[config.mk]
export PLATFORM = sky130hd
export DESIGN_NAME = ps2_host_rx
export DESIGN_NICKNAME = d
export VERILOG_FILES = /design/src/rtl/ps2_pkg.sv /design/src/rtl/ps2_scancode_decode.sv /design/src/rtl/ps2_host_rx.sv
export SDC_FILE = /design/constraint.sdc
export NUM_CORES = 1
export LEC_CHECK = 0
export CORE_ASPECT_RATIO = 1.4
export CORE_MARGIN = 2
export CORE_UTILIZATION = 50
export DETAILED_ROUTE_END_ITERATION = 10
export PLACE_DENSITY = 0.77
export SLEW_MARGIN = 20
export SYNTH_ARGS = -nofsm -noshare
export SYNTH_HDL_FRONTEND = slang
export SYNTH_HIERARCHICAL = 1
export SYNTH_SLANG_ARGS = --single-unit
export TNS_END_PERCENT = 50
[constraint.sdc]
create_clock -name clk_sys -period 5.47 [get_ports clk_sys]
set_input_delay 0.547 -clock clk_sys [delete_from_list [all_inputs] [get_ports clk_sys]]
set_output_delay 0.547 -clock clk_sys [all_outputs]
set_load 0.005 [all_outputs]
[src/rtl/ps2_pkg.sv]
`default_nettype none
// ============================================================
// ps2_pkg : shared types and constants for the PS/2 host receiver
// rev 1.0
// ============================================================
package ps2_pkg;

  typedef enum logic [1:0] {
    IDLE   = 2'd0,
    DATA   = 2'd1,
    PARITY = 2'd2,
    STOP   = 2'd3
  } rx_state_t;

  localparam logic [1:0] ERR_PARITY  = 2'b01;
  localparam logic [1:0] ERR_FRAME   = 2'b10;
  localparam logic [1:0] ERR_TIMEOUT = 2'b11;

  localparam logic [7:0] PS2_PFX_EXT = 8'hE0;
  localparam logic [7:0] PS2_PFX_REL = 8'hF0;

endpackage
`default_nettype wire

[src/rtl/ps2_scancode_decode.sv]
`default_nettype none
// ============================================================
// ps2_scancode_decode : folds E0/F0 prefixes into key events
// rev 1.0
// ============================================================
module ps2_scancode_decode
  import ps2_pkg::*;
(
  input  logic       clk_sys,
  input  logic       reset,
  input  logic [7:0] rx_data,
  input  logic       rx_valid,
  input  logic       rx_err,
  output logic [7:0] key_code,
  output logic       key_strobe,
  output logic       key_extended,
  output logic       key_released
);

  logic ext;
  logic rel;

  always_ff @(posedge clk_sys) begin
    if (reset) begin
      ext          <= 1'b0;
      rel          <= 1'b0;
      key_code     <= 8'h00;
      key_strobe   <= 1'b0;
      key_extended <= 1'b0;
      key_released <= 1'b0;
    end else begin
      key_strobe <= 1'b0;
      if (rx_err) begin
        // A corrupted frame may have been a key byte; never carry prefixes past it
        ext <= 1'b0;
        rel <= 1'b0;
      end else if (rx_valid) begin
        if (rx_data == PS2_PFX_EXT) begin
          ext <= 1'b1;
        end else if (rx_data == PS2_PFX_REL) begin
          rel <= 1'b1;
        end else begin
          key_code     <= rx_data;
          key_extended <= ext;
          key_released <= rel;
          key_strobe   <= 1'b1;
          ext          <= 1'b0;
          rel          <= 1'b0;
        end
      end
    end
  end

endmodule
`default_nettype wire

[src/rtl/ps2_host_rx.sv]
`default_nettype none
// ============================================================
// ps2_host_rx : PS/2 host receiver with glitch filter, frame checks,
//               timeout and scancode prefix decoding.  rev 1.0
// ============================================================
module ps2_host_rx
  import ps2_pkg::*;
#(
  parameter int FILTER_LEN = 4,
  parameter int TIMEOUT    = 2047
) (
  input  logic       clk_sys,
  input  logic       reset,
  input  logic       ps2_clk,
  input  logic       ps2_data,
  output logic [7:0] rx_data,
  output logic       rx_valid,
  output logic       rx_err,
  output logic [1:0] rx_err_code,
  output logic       busy,
  output logic [7:0] key_code,
  output logic       key_strobe,
  output logic       key_extended,
  output logic       key_released
);

  localparam int TW = $clog2(TIMEOUT + 1);

  logic [1:0]    clk_sync;
  logic [1:0]    data_sync;
  logic          clk_f;
  logic          clk_f_d;
  logic [3:0]    filt_cnt;
  logic          fall;
  rx_state_t     state;
  logic [2:0]    bit_cnt;
  logic [7:0]    shreg;
  logic          parity;
  logic [TW-1:0] to_cnt;

  assign fall = clk_f_d & ~clk_f;
  assign busy = (state != IDLE);

  // clk_f only moves once the synced clock has disagreed with it for FILTER_LEN cycles
  always_ff @(posedge clk_sys) begin
    if (reset) begin
      clk_sync  <= 2'b11;
      data_sync <= 2'b11;
      clk_f     <= 1'b1;
      clk_f_d   <= 1'b1;
      filt_cnt  <= 4'd0;
    end else begin
      clk_sync  <= {clk_sync[0], ps2_clk};
      data_sync <= {data_sync[0], ps2_data};
      clk_f_d   <= clk_f;
      if (clk_sync[1] == clk_f) begin
        filt_cnt <= 4'd0;
      end else if (filt_cnt == 4'(FILTER_LEN - 1)) begin
        clk_f    <= clk_sync[1];
        filt_cnt <= 4'd0;
      end else begin
        filt_cnt <= filt_cnt + 4'd1;
      end
    end
  end

  always_ff @(posedge clk_sys) begin
    if (reset) begin
      state       <= IDLE;
      bit_cnt     <= 3'd0;
      shreg       <= 8'h00;
      parity      <= 1'b0;
      to_cnt      <= '0;
      rx_data     <= 8'h00;
      rx_valid    <= 1'b0;
      rx_err      <= 1'b0;
      rx_err_code <= 2'b00;
    end else begin
      rx_valid <= 1'b0;
      rx_err   <= 1'b0;
      // An edge arriving together with the timeout is still a valid bit
      if (fall) begin
        to_cnt <= '0;
        case (state)
          IDLE: begin
            if (!data_sync[1]) begin
              state   <= DATA;
              bit_cnt <= 3'd0;
            end else begin
              rx_err      <= 1'b1;
              rx_err_code <= ERR_FRAME;
            end
          end
          DATA: begin
            shreg   <= {data_sync[1], shreg[7:1]};
            bit_cnt <= bit_cnt + 3'd1;
            if (bit_cnt == 3'd7) state <= PARITY;
          end
          PARITY: begin
            parity <= data_sync[1];
            state  <= STOP;
          end
          STOP: begin
            state <= IDLE;
            if (!data_sync[1]) begin
              rx_err      <= 1'b1;
              rx_err_code <= ERR_FRAME;
            end else if (^{shreg, parity}) begin
              rx_data  <= shreg;
              rx_valid <= 1'b1;
            end else begin
              rx_err      <= 1'b1;
              rx_err_code <= ERR_PARITY;
            end
          end
          default: state <= IDLE;
        endcase
      end else if (state != IDLE) begin
        if (to_cnt == TW'(TIMEOUT - 1)) begin
          state       <= IDLE;
          to_cnt      <= '0;
          rx_err      <= 1'b1;
          rx_err_code <= ERR_TIMEOUT;
        end else begin
          to_cnt <= to_cnt + TW'(1);
        end
      end
    end
  end

  ps2_scancode_decode u_decode (
    .clk_sys      (clk_sys),
    .reset        (reset),
    .rx_data      (rx_data),
    .rx_valid     (rx_valid),
    .rx_err       (rx_err),
    .key_code     (key_code),
    .key_strobe   (key_strobe),
    .key_extended (key_extended),
    .key_released (key_released)
  );

endmodule
`default_nettype wire

; After elaboration in Yosys (flattened, before gate mapping)
; Cells that the tools add are included.
[word_totals]
reg_bits = 60
input_bits = 4
output_inout_bits = 24
[op_classes]
n_reduce_logical = 21
n_addsub = 3
bitwise = 10
eq_ne = 16
n_mux = 28
[ops]
columns = op, n
row1 = $mux 2, 11
row2 = $eq 8x8->1 const B, 2
row3 = $reduce_and 4->1, 3
row4 = $add 11x1->11 const B, 1
row5 = $eq 11x11->1 const B, 1
row6 = $mux 1, 11
row7 = $mux 11, 1
row8 = $reduce_and 2->1, 5
row9 = $ne 3x3->1 const B, 3
row10 = $not 1->1, 9
row11 = $reduce_xor 9->1, 1
row12 = $pmux 2 s4, 1
row13 = $reduce_bool 2->1, 4
row14 = $reduce_or 4->1, 2
row15 = $pmux 3 s2, 1
row16 = $reduce_and 5->1, 1
row17 = $add 4x1->4 const B, 1
row18 = $eq 2x2->1 const B, 2
row19 = $eq 4x2->1 const B, 1
row20 = $ne 4x4->1 const B, 1
row21 = $pmux 2 s2, 1
row22 = $reduce_or 2->1, 2
row23 = $add 3x1->3 const B, 1
row24 = $eq 3x3->1 const B, 1
row25 = 11 further kinds, 11

; Logic depth before layout (Yosys ltp)
; Gate-level depths: netlist of run 1.
[depth]
word_depth = 5
ltp_mapped = 7

; Cells and area by module
; Netlist of run 1, hierarchy kept.
[by_module_without_submodules]
columns = mod, instances, seq_area_each_um2, area_each_um2, cells_each
row1 = ps2_host_rx, 1, 940.9, 2139.6, 224
row2 = ps2_scancode_decode, 1, 260.2, 554.3, 53

; Worst setup path after synthesis of run 1
; OpenSTA, ideal clock, no wires.
[synth_timing]
path_kind = register -> register
from = reg state[0]
to = reg to_cnt[0]
path_stages_with_launch = 8
synth_period_minus_slack_ns = 1.796
t_arrival_ns = 1.668
n_path_buf = 1
t_required_ns = 5.342
slack_ns = 3.674
cell_sequence = dfxtp_1 inv_1 ha_1 nand3b_1 o41a_1 nand2b_1 clkbuf_1 nor2_1
[synth_via]
elab_chain_cells = 1
[synth_lines]
columns = element, line_no
row1 = from (decl), ps2_host_rx.sv:35  ; rx_state_t state;
row2 = from (signal assigned), ps2_host_rx.sv:69  ; state <= IDLE;
row3 = from (signal assigned), ps2_host_rx.sv:87  ; state <= DATA;
row4 = from (signal assigned), ps2_host_rx.sv:97  ; if (bit_cnt == 3'd7) state <= PARITY;
row5 = $reduce_bool 2->1, ps2_host_rx.sv:118  ; end else if (state != IDLE) begin
row6 = to (signal assigned), ps2_host_rx.sv:125  ; to_cnt <= to_cnt + TW'(1);
row7 = to (decl), ps2_host_rx.sv:39  ; logic [TW-1:0] to_cnt;
; Every way passes these cells.
; A chain may end at the register's enable or synchronous reset.

; Worst setup path in the final report of run 1
[layout_timing]
from = reg state[0]
to = out busy
[layout_via]
elab_chain_cells = 1
[layout_lines]
columns = element, line_no
row1 = $reduce_bool 2->1, ps2_host_rx.sv:42  ; assign busy = (state != IDLE);
row2 = to (decl), ps2_host_rx.sv:20  ; output logic busy,
; Every way passes these cells.

==> results of run 1 <==
metrics by stage:
| stage | setup slack [ns] | instances |
|---|---|---|
| 2_1_floorplan | 3.67 | 277 |
| 3_3_place_gp | 3.19 | 362 |
| 3_5_place_dp | 3.15 | 362 |
| 4_1_cts | 3.10 | 377 |
| 5_1_grt | 2.97 | 377 |
| 6_report | 3.14 | 377 |
cells in the final DEF, fill, tap and decap left out, types with 3 or more instances in the layout:
| master | netlist | layout |
|---|---|---|
| xor2_1 | 9 | 9 |
| a21oi_1 | 13 | 13 |
| mux2i_1 | 19 | 19 |
| clkbuf_8 | 0 | 12 |
| nor2b_1 | 4 | 4 |
| nand2_1 | 19 | 19 |
| nand2b_1 | 27 | 27 |
| ha_1 | 9 | 9 |
| xnor2_1 | 8 | 8 |
| or2_2 | 5 | 5 |
| or3b_2 | 4 | 4 |
| a31oi_1 | 3 | 3 |
| nand3_1 | 8 | 8 |
| o221a_2 | 3 | 3 |
| dfxtp_1 | 60 | 60 |
| inv_1 | 10 | 10 |
| clkdlybuf4s50_1 | 0 | 27 |
| o21ai_0 | 7 | 7 |
| nor2_1 | 25 | 25 |
layer usage:
layer	wire length [um]	vias up
li1	-	1010
met1	2020	916
met2	2570	34
met3	175	13
met4	105	0
met5	0	-
critical path: stages (launching register included):
cell and delay, ns:
dfxtp_1 0.33, inv_1 0.08, ha_1 0.46, inv_1 0.12, clkdlybuf4s50_1 0.46
final cells by class:
type / instances / area, um^2 / area share
Tap cell: 66 / 82.6 / 0.0256
Inverter: 10 / 37.5 / 0.0116
Clock inverter: 3 / 45.0 / 0.0139
Timing Repair Buffer: 28 / 278 / 0.0860
Sequential cell: 60 / 1200 / 0.372
Clock buffer: 12 / 165 / 0.0511
Multi-Input combinational cell: 198 / 1420 / 0.440
state kept, by name (all words and copies together), names as in the netlist:
| register | flops |
|---|---|
| to_cnt | 11 |
| bit_cnt | 3 |
| rx_valid | 1 |
| parity | 1 |
| rx_data | 8 |
| data_sync | 2 |
| clk_f | 1 |
| u_decode/rel | 1 |
| filt_cnt | 4 |
| u_decode/key_extended | 1 |
| u_decode/ext | 1 |
| clk_f_d | 1 |
| shreg | 8 |
| state | 2 |
| u_decode/key_code | 8 |
| rx_err_code | 2 |
| rx_err | 1 |
| clk_sync | 2 |
| u_decode/key_released | 1 |
| u_decode/key_strobe | 1 |
where the power goes:
group | internal (uW) | total [uW] | switching, uW
Sequential | 438 | 440 | 1.14
Combinational | 6.18 | 14.6 | 8.44
Clock | 245 | 412 | 167
Total | 690 | 866 | 176
cell usage after synthesis (2+ instances only):
cell type   n  share of area
or2_2       5          0.012
xnor2_1     8          0.026
and2_1      2         0.0046
clkbuf_1    8          0.011
nand3_1     8          0.015
nor2b_1     4         0.0093
xor2_1      9          0.029
nor2_1     25          0.035
nand3b_1    2         0.0056
dfxtp_1    60           0.45
nor3_1      2         0.0037
ha_1        9          0.042
mux2i_1    19          0.071
a2111oi_2   2          0.011
a21oi_1    13          0.024
nand2b_1   27          0.063
nand4_1     2         0.0046
inv_1      10          0.014
a31oi_1     3         0.0070
and3_1      2         0.0046
nand2_1    19          0.026
or3b_2      4          0.013
o221a_2     3          0.013
o21ai_0     7          0.013
cells by family after synthesis:
group / share of synthesized area
adders and majority gates: 0.0418
buffers and inverters: 0.0269
and+or+nand+nor: 0.230
muxes: 0.0790
DFF: 0.446
xor gates and xnor gates: 0.0725
AOI/OAI and AO/OA: 0.104
worst paths after layout:
check / from / to / slack [ns] / depth (start not counted)
worst max-delay path: state[0] / busy / 3.14 / 4
worst min-delay path: clk_sync[0] / clk_sync[1] / 0.41 / 1
worst max register to register: state[0] / to_cnt[7] / 3.35 / 6
worst min register to register: clk_sync[0] / clk_sync[1] / 0.41 / 1
==> results.toml, run 1 <==
[outcome]
status = "finished clean"

[die]
initial_core_util = 0.518
core_area_um2 = 5200
dieWidth_um = 66.0
num_rows = 31
io_pins = 28
die-area_um2 = 6000
fp.dieH_um = 90.9

[synth]
synth_edf_count = 0
async_reset_ff_frac = 0
ys_seq_elements = 60
syn_area_um2 = 2690
syn_inst = 277
dominantRegCellSynth = "dfxtp_1"
syn_area_per_cell_um2 = 9.73
syn_nets = 290
netlist-cell-type-count = 48
ys_seq_area_frac = 0.446
ys_warn_count = 6

[layout]
design_area_um2 = 3230
final_core_util = 0.621
num-nets-final = 320
drive_above_1_share = 0.116
syn2layout_area_growth_pct = 19.9
diodes = 0
fillers = 462

[global_routing]
met3_usage = 0.0312
antenna_found_initial = 0
grt_pass1_wl_um = 8290
met2_usage = 0.325
grt_usage = 0.179
grt_max_degree = 35
grtUsageMet1 = 0.185
grt_pass1_vias = 1908
grt.busiest_layer = "met2"
overflow = 0

[clocking]
cts_buffers = 9
path_clk_slew_ns = 0.06
cts_resized = 0
clock_sinks = 60
holdBufCountCts = 0
clkLatencyLatePin_ns = 0.34
h-tree-depth = 3
cts_tree = "yes"
root_buffer = "clkbuf_8"
cts_max_path_buffers = 2
post_cts.repair.setup_buffers = 0

[drt]
dr.first_iter.drc_count = 88
wl_per_cell_um = 12.9
vias = 1973
drt-pass1-iter-count = 4
drc = 0
vias_per_cell = 5.23
drtAntennaViolNets = 0
wl_um = 4870

[timing]
fin_worst_skew_ns = 0.00787
rsz0062_at_grt = "false"
holdWs_ns = 0.413
worst_pin_slew_ns = 0.490
setup_violations = 0
slew_violations = 0
finalHoldViolCount = 0
fmax_mhz = 428
period_share = 0.427
post-route-min-period_ns = 2.33
slew_headroom = 0.667
final.setup.tns_ns = 0

[run]
maxCapViolCount = 0

[worst_setup_path]
path_class = "flop to output port"
cp_max_fo = 16
worst_ep_required_time_ns = 4.92
cp.arrival_ns = 1.79
critPathCaptureType = "output port"
cp-start-kind = "flop"

[power]
p_leak_uw = 0.00119
ir_worst_vdd_mv = 0.154
p_per_area_nw_per_um2 = 268
power_uw = 866

[placed_design]
placed_area_um2 = 3020
hpwlAfterDp_um = 3530
gp_congestion = 0.757
io_buffers = 27

[min_path]
hold_path_class = "flop to flop"
Power figures use the tool's default switching activity.
==> run 2: changes to the inputs <==
--- a/config.mk
+++ b/config.mk
@@ -9,7 +9,7 @@
 export CORE_MARGIN = 2
 export CORE_UTILIZATION = 50
 export DETAILED_ROUTE_END_ITERATION = 10
-export PLACE_DENSITY = 0.77
+export PLACE_DENSITY = 0.79
 export SLEW_MARGIN = 20
 export SYNTH_ARGS = -nofsm -noshare
 export SYNTH_HDL_FRONTEND = slang
==> constraint.sdc (replaced) <==
create_clock -name clk_sys -period 1.9 [get_ports clk_sys]
set_input_delay 0.19 -clock clk_sys [delete_from_list [all_inputs] [get_ports clk_sys]]
set_output_delay 0.19 -clock clk_sys [all_outputs]
set_load 0.005 [all_outputs]
==> run 2 against run 1 <==
Clock power rose to 3.3 times the previous value. Critical path type is now flop to flop. Worst hold slack worse by 0.0041 ns. Clock-buffer cell count down 3. Flip-flop and latch count unchanged. Largest cell class unchanged. Clock skew up 0.00078 ns. Combinational power rose to 3.2 times the previous value. Register-to-register slack worse by 3.2 ns. Global-route usage about the same.
==> results.toml, run 2 (synthesis gave the netlist of run 1 again) <==
[drt]
drtAntennaViolNets = 0
wl_per_cell_um = 12.8
drt-pass1-iter-count = 6
wl_um = 4930
dr.first_iter.drc_count = 96
vias_per_cell = 5.27
vias = 2022
drc = 0

[timing]
final.setup.tns_ns = 0
slew_headroom = 0.676
holdWs_ns = 0.409
finalHoldViolCount = 0
slew_violations = 0
worst_pin_slew_ns = 0.487
period_share = 0.940
post-route-min-period_ns = 1.79
rsz0062_at_grt = "false"
setup_violations = 0
fin_worst_skew_ns = 0.00864
fmax_mhz = 560

[die]
initial_core_util = 0.518
die-area_um2 = 6000
core_area_um2 = 5200
fp.dieH_um = 90.9
num_rows = 31
dieWidth_um = 66.0
io_pins = 28

[worst_setup_path]
ff2ff_setup_slack_ns = 0.11
cp.depth = 6
crit_start = "state[0]"
reg2reg_from = "state[0]"
cp_max_fo = 3
crit_path_cell_trace = "inv_1 > ha_1 > nand3b_1 > or4b_2 > xor2_1 > nor2_1"
crit_end = "to_cnt[9]"
r2r_end = "to_cnt[9]"
path_class = "flop to flop"
worst_ep_required_time_ns = 2.12
reg2reg_depth = 6
crit_path_max_incr_delay_ns = 0.65
cp.buffers_inverters = 1
cp-start-kind = "flop"
cp.arrival_ns = 2.01
slowest_stage = "or4b_2"
critPathCaptureType = "flop"
crit_family = "simple AND/OR/NAND/NOR gates"

[min_path]
hold_path_class = "input port to flop"

[layout]
largest_reg_flops = 11
syn2layout_area_growth_pct = 23.8
layout_commonest_cell = "dfxtp_1"
final_cell_mix = "dfxtp_1, nand2b_1, clkdlybuf4s50_1"
num-nets-final = 326
regMostFlops = "to_cnt"
drive_above_1_share = 0.148
stdcell_count = 384
diodes = 0

[clocking]
cts_tree = "yes"
clkLatencyLatePin_ns = 0.34
root_buffer = "clkbuf_8"
clock_sinks = 60
path_clk_slew_ns = 0.07
h-tree-depth = 3
cts_max_path_buffers = 2
cts_buffers = 9

[placed_design]
io_buffers = 27
hpwlAfterDp_um = 3420
gp_congestion = 0.799
dp_cells = 366

[global_routing]
grt_pass1_vias = 1954
overflow = 0
grt_max_degree = 50
antenna_found_initial = 0
grt_pass1_wl_um = 8350
grt_usage = 0.180

[power]
ir_worst_vdd_mv = 0.607
p_per_area_nw_per_um2 = 801
p_leak_uw = 0.00127

[run]
maxCapViolCount = 0

[outcome]
status = "finished clean"
[run 2: how the worst min path moves through the flow]
stage,slack [ns],startpoint,to,cells past startpoint
global route,0.40,ps2_clk,clk_sync[0],2
detailed placement,0.40,data_sync[0],data_sync[1],1
CTS,0.39,ps2_clk,clk_sync[0],2
floorplan,0.27,reset,u_decode/ext,1
finish,0.41,ps2_clk,clk_sync[0],2
global placement,0.39,data_sync[0],data_sync[1],1
[run 2: through the flow]
step / utilization / area [um^2] / power [uW] / setup slack (ns)
2_1_floorplan: - / 2690 / 1320 / 0.104
3_5_place_dp: 0.589 / 3060 / 1340 / 0.0490
6_report: 0.642 / 3330 / 2670 / 0.114
4_1_cts: 0.638 / 3310 / 2700 / 0.0155
5_1_grt: 0.642 / 3330 / 2780 / 0.0386
3_3_place_gp: 0.589 / 3060 / 1340 / 0.114
[run 2: area by class of cell]
| type | instances | area (um^2) |
|---|---|---|
| Sequential cell | 60 | 1200 |
| Tap cell | 66 | 82.6 |
| Timing Repair Buffer | 34 | 342 |
| Multi-Input combinational cell | 198 | 1430 |
| Fill cell | 443 | 1860 |
| Clock buffer | 9 | 124 |
| Inverter | 10 | 37.5 |
| Clock inverter | 7 | 115 |
[run 2: timing repair]
action,CTS,global route
setup endpoints to repair,1,13
resized for setup,3,3
hold buffers,0,0
setup buffers,1,1
[run 2: routing by layer]
layer,global-route usage,routed length (um),part of all wire
met5,0,0,0
met4,0.0867,92,0.019
met3,0.0586,199,0.040
met2,0.309,2570,0.52
met1,0.193,2070,0.42
[run 2: report_power, final]
part	switching, uW	total [uW]	internal, uW
clock	495	1360	865
combinational	25.2	46.2	21.0
sequential	3.05	1270	1260
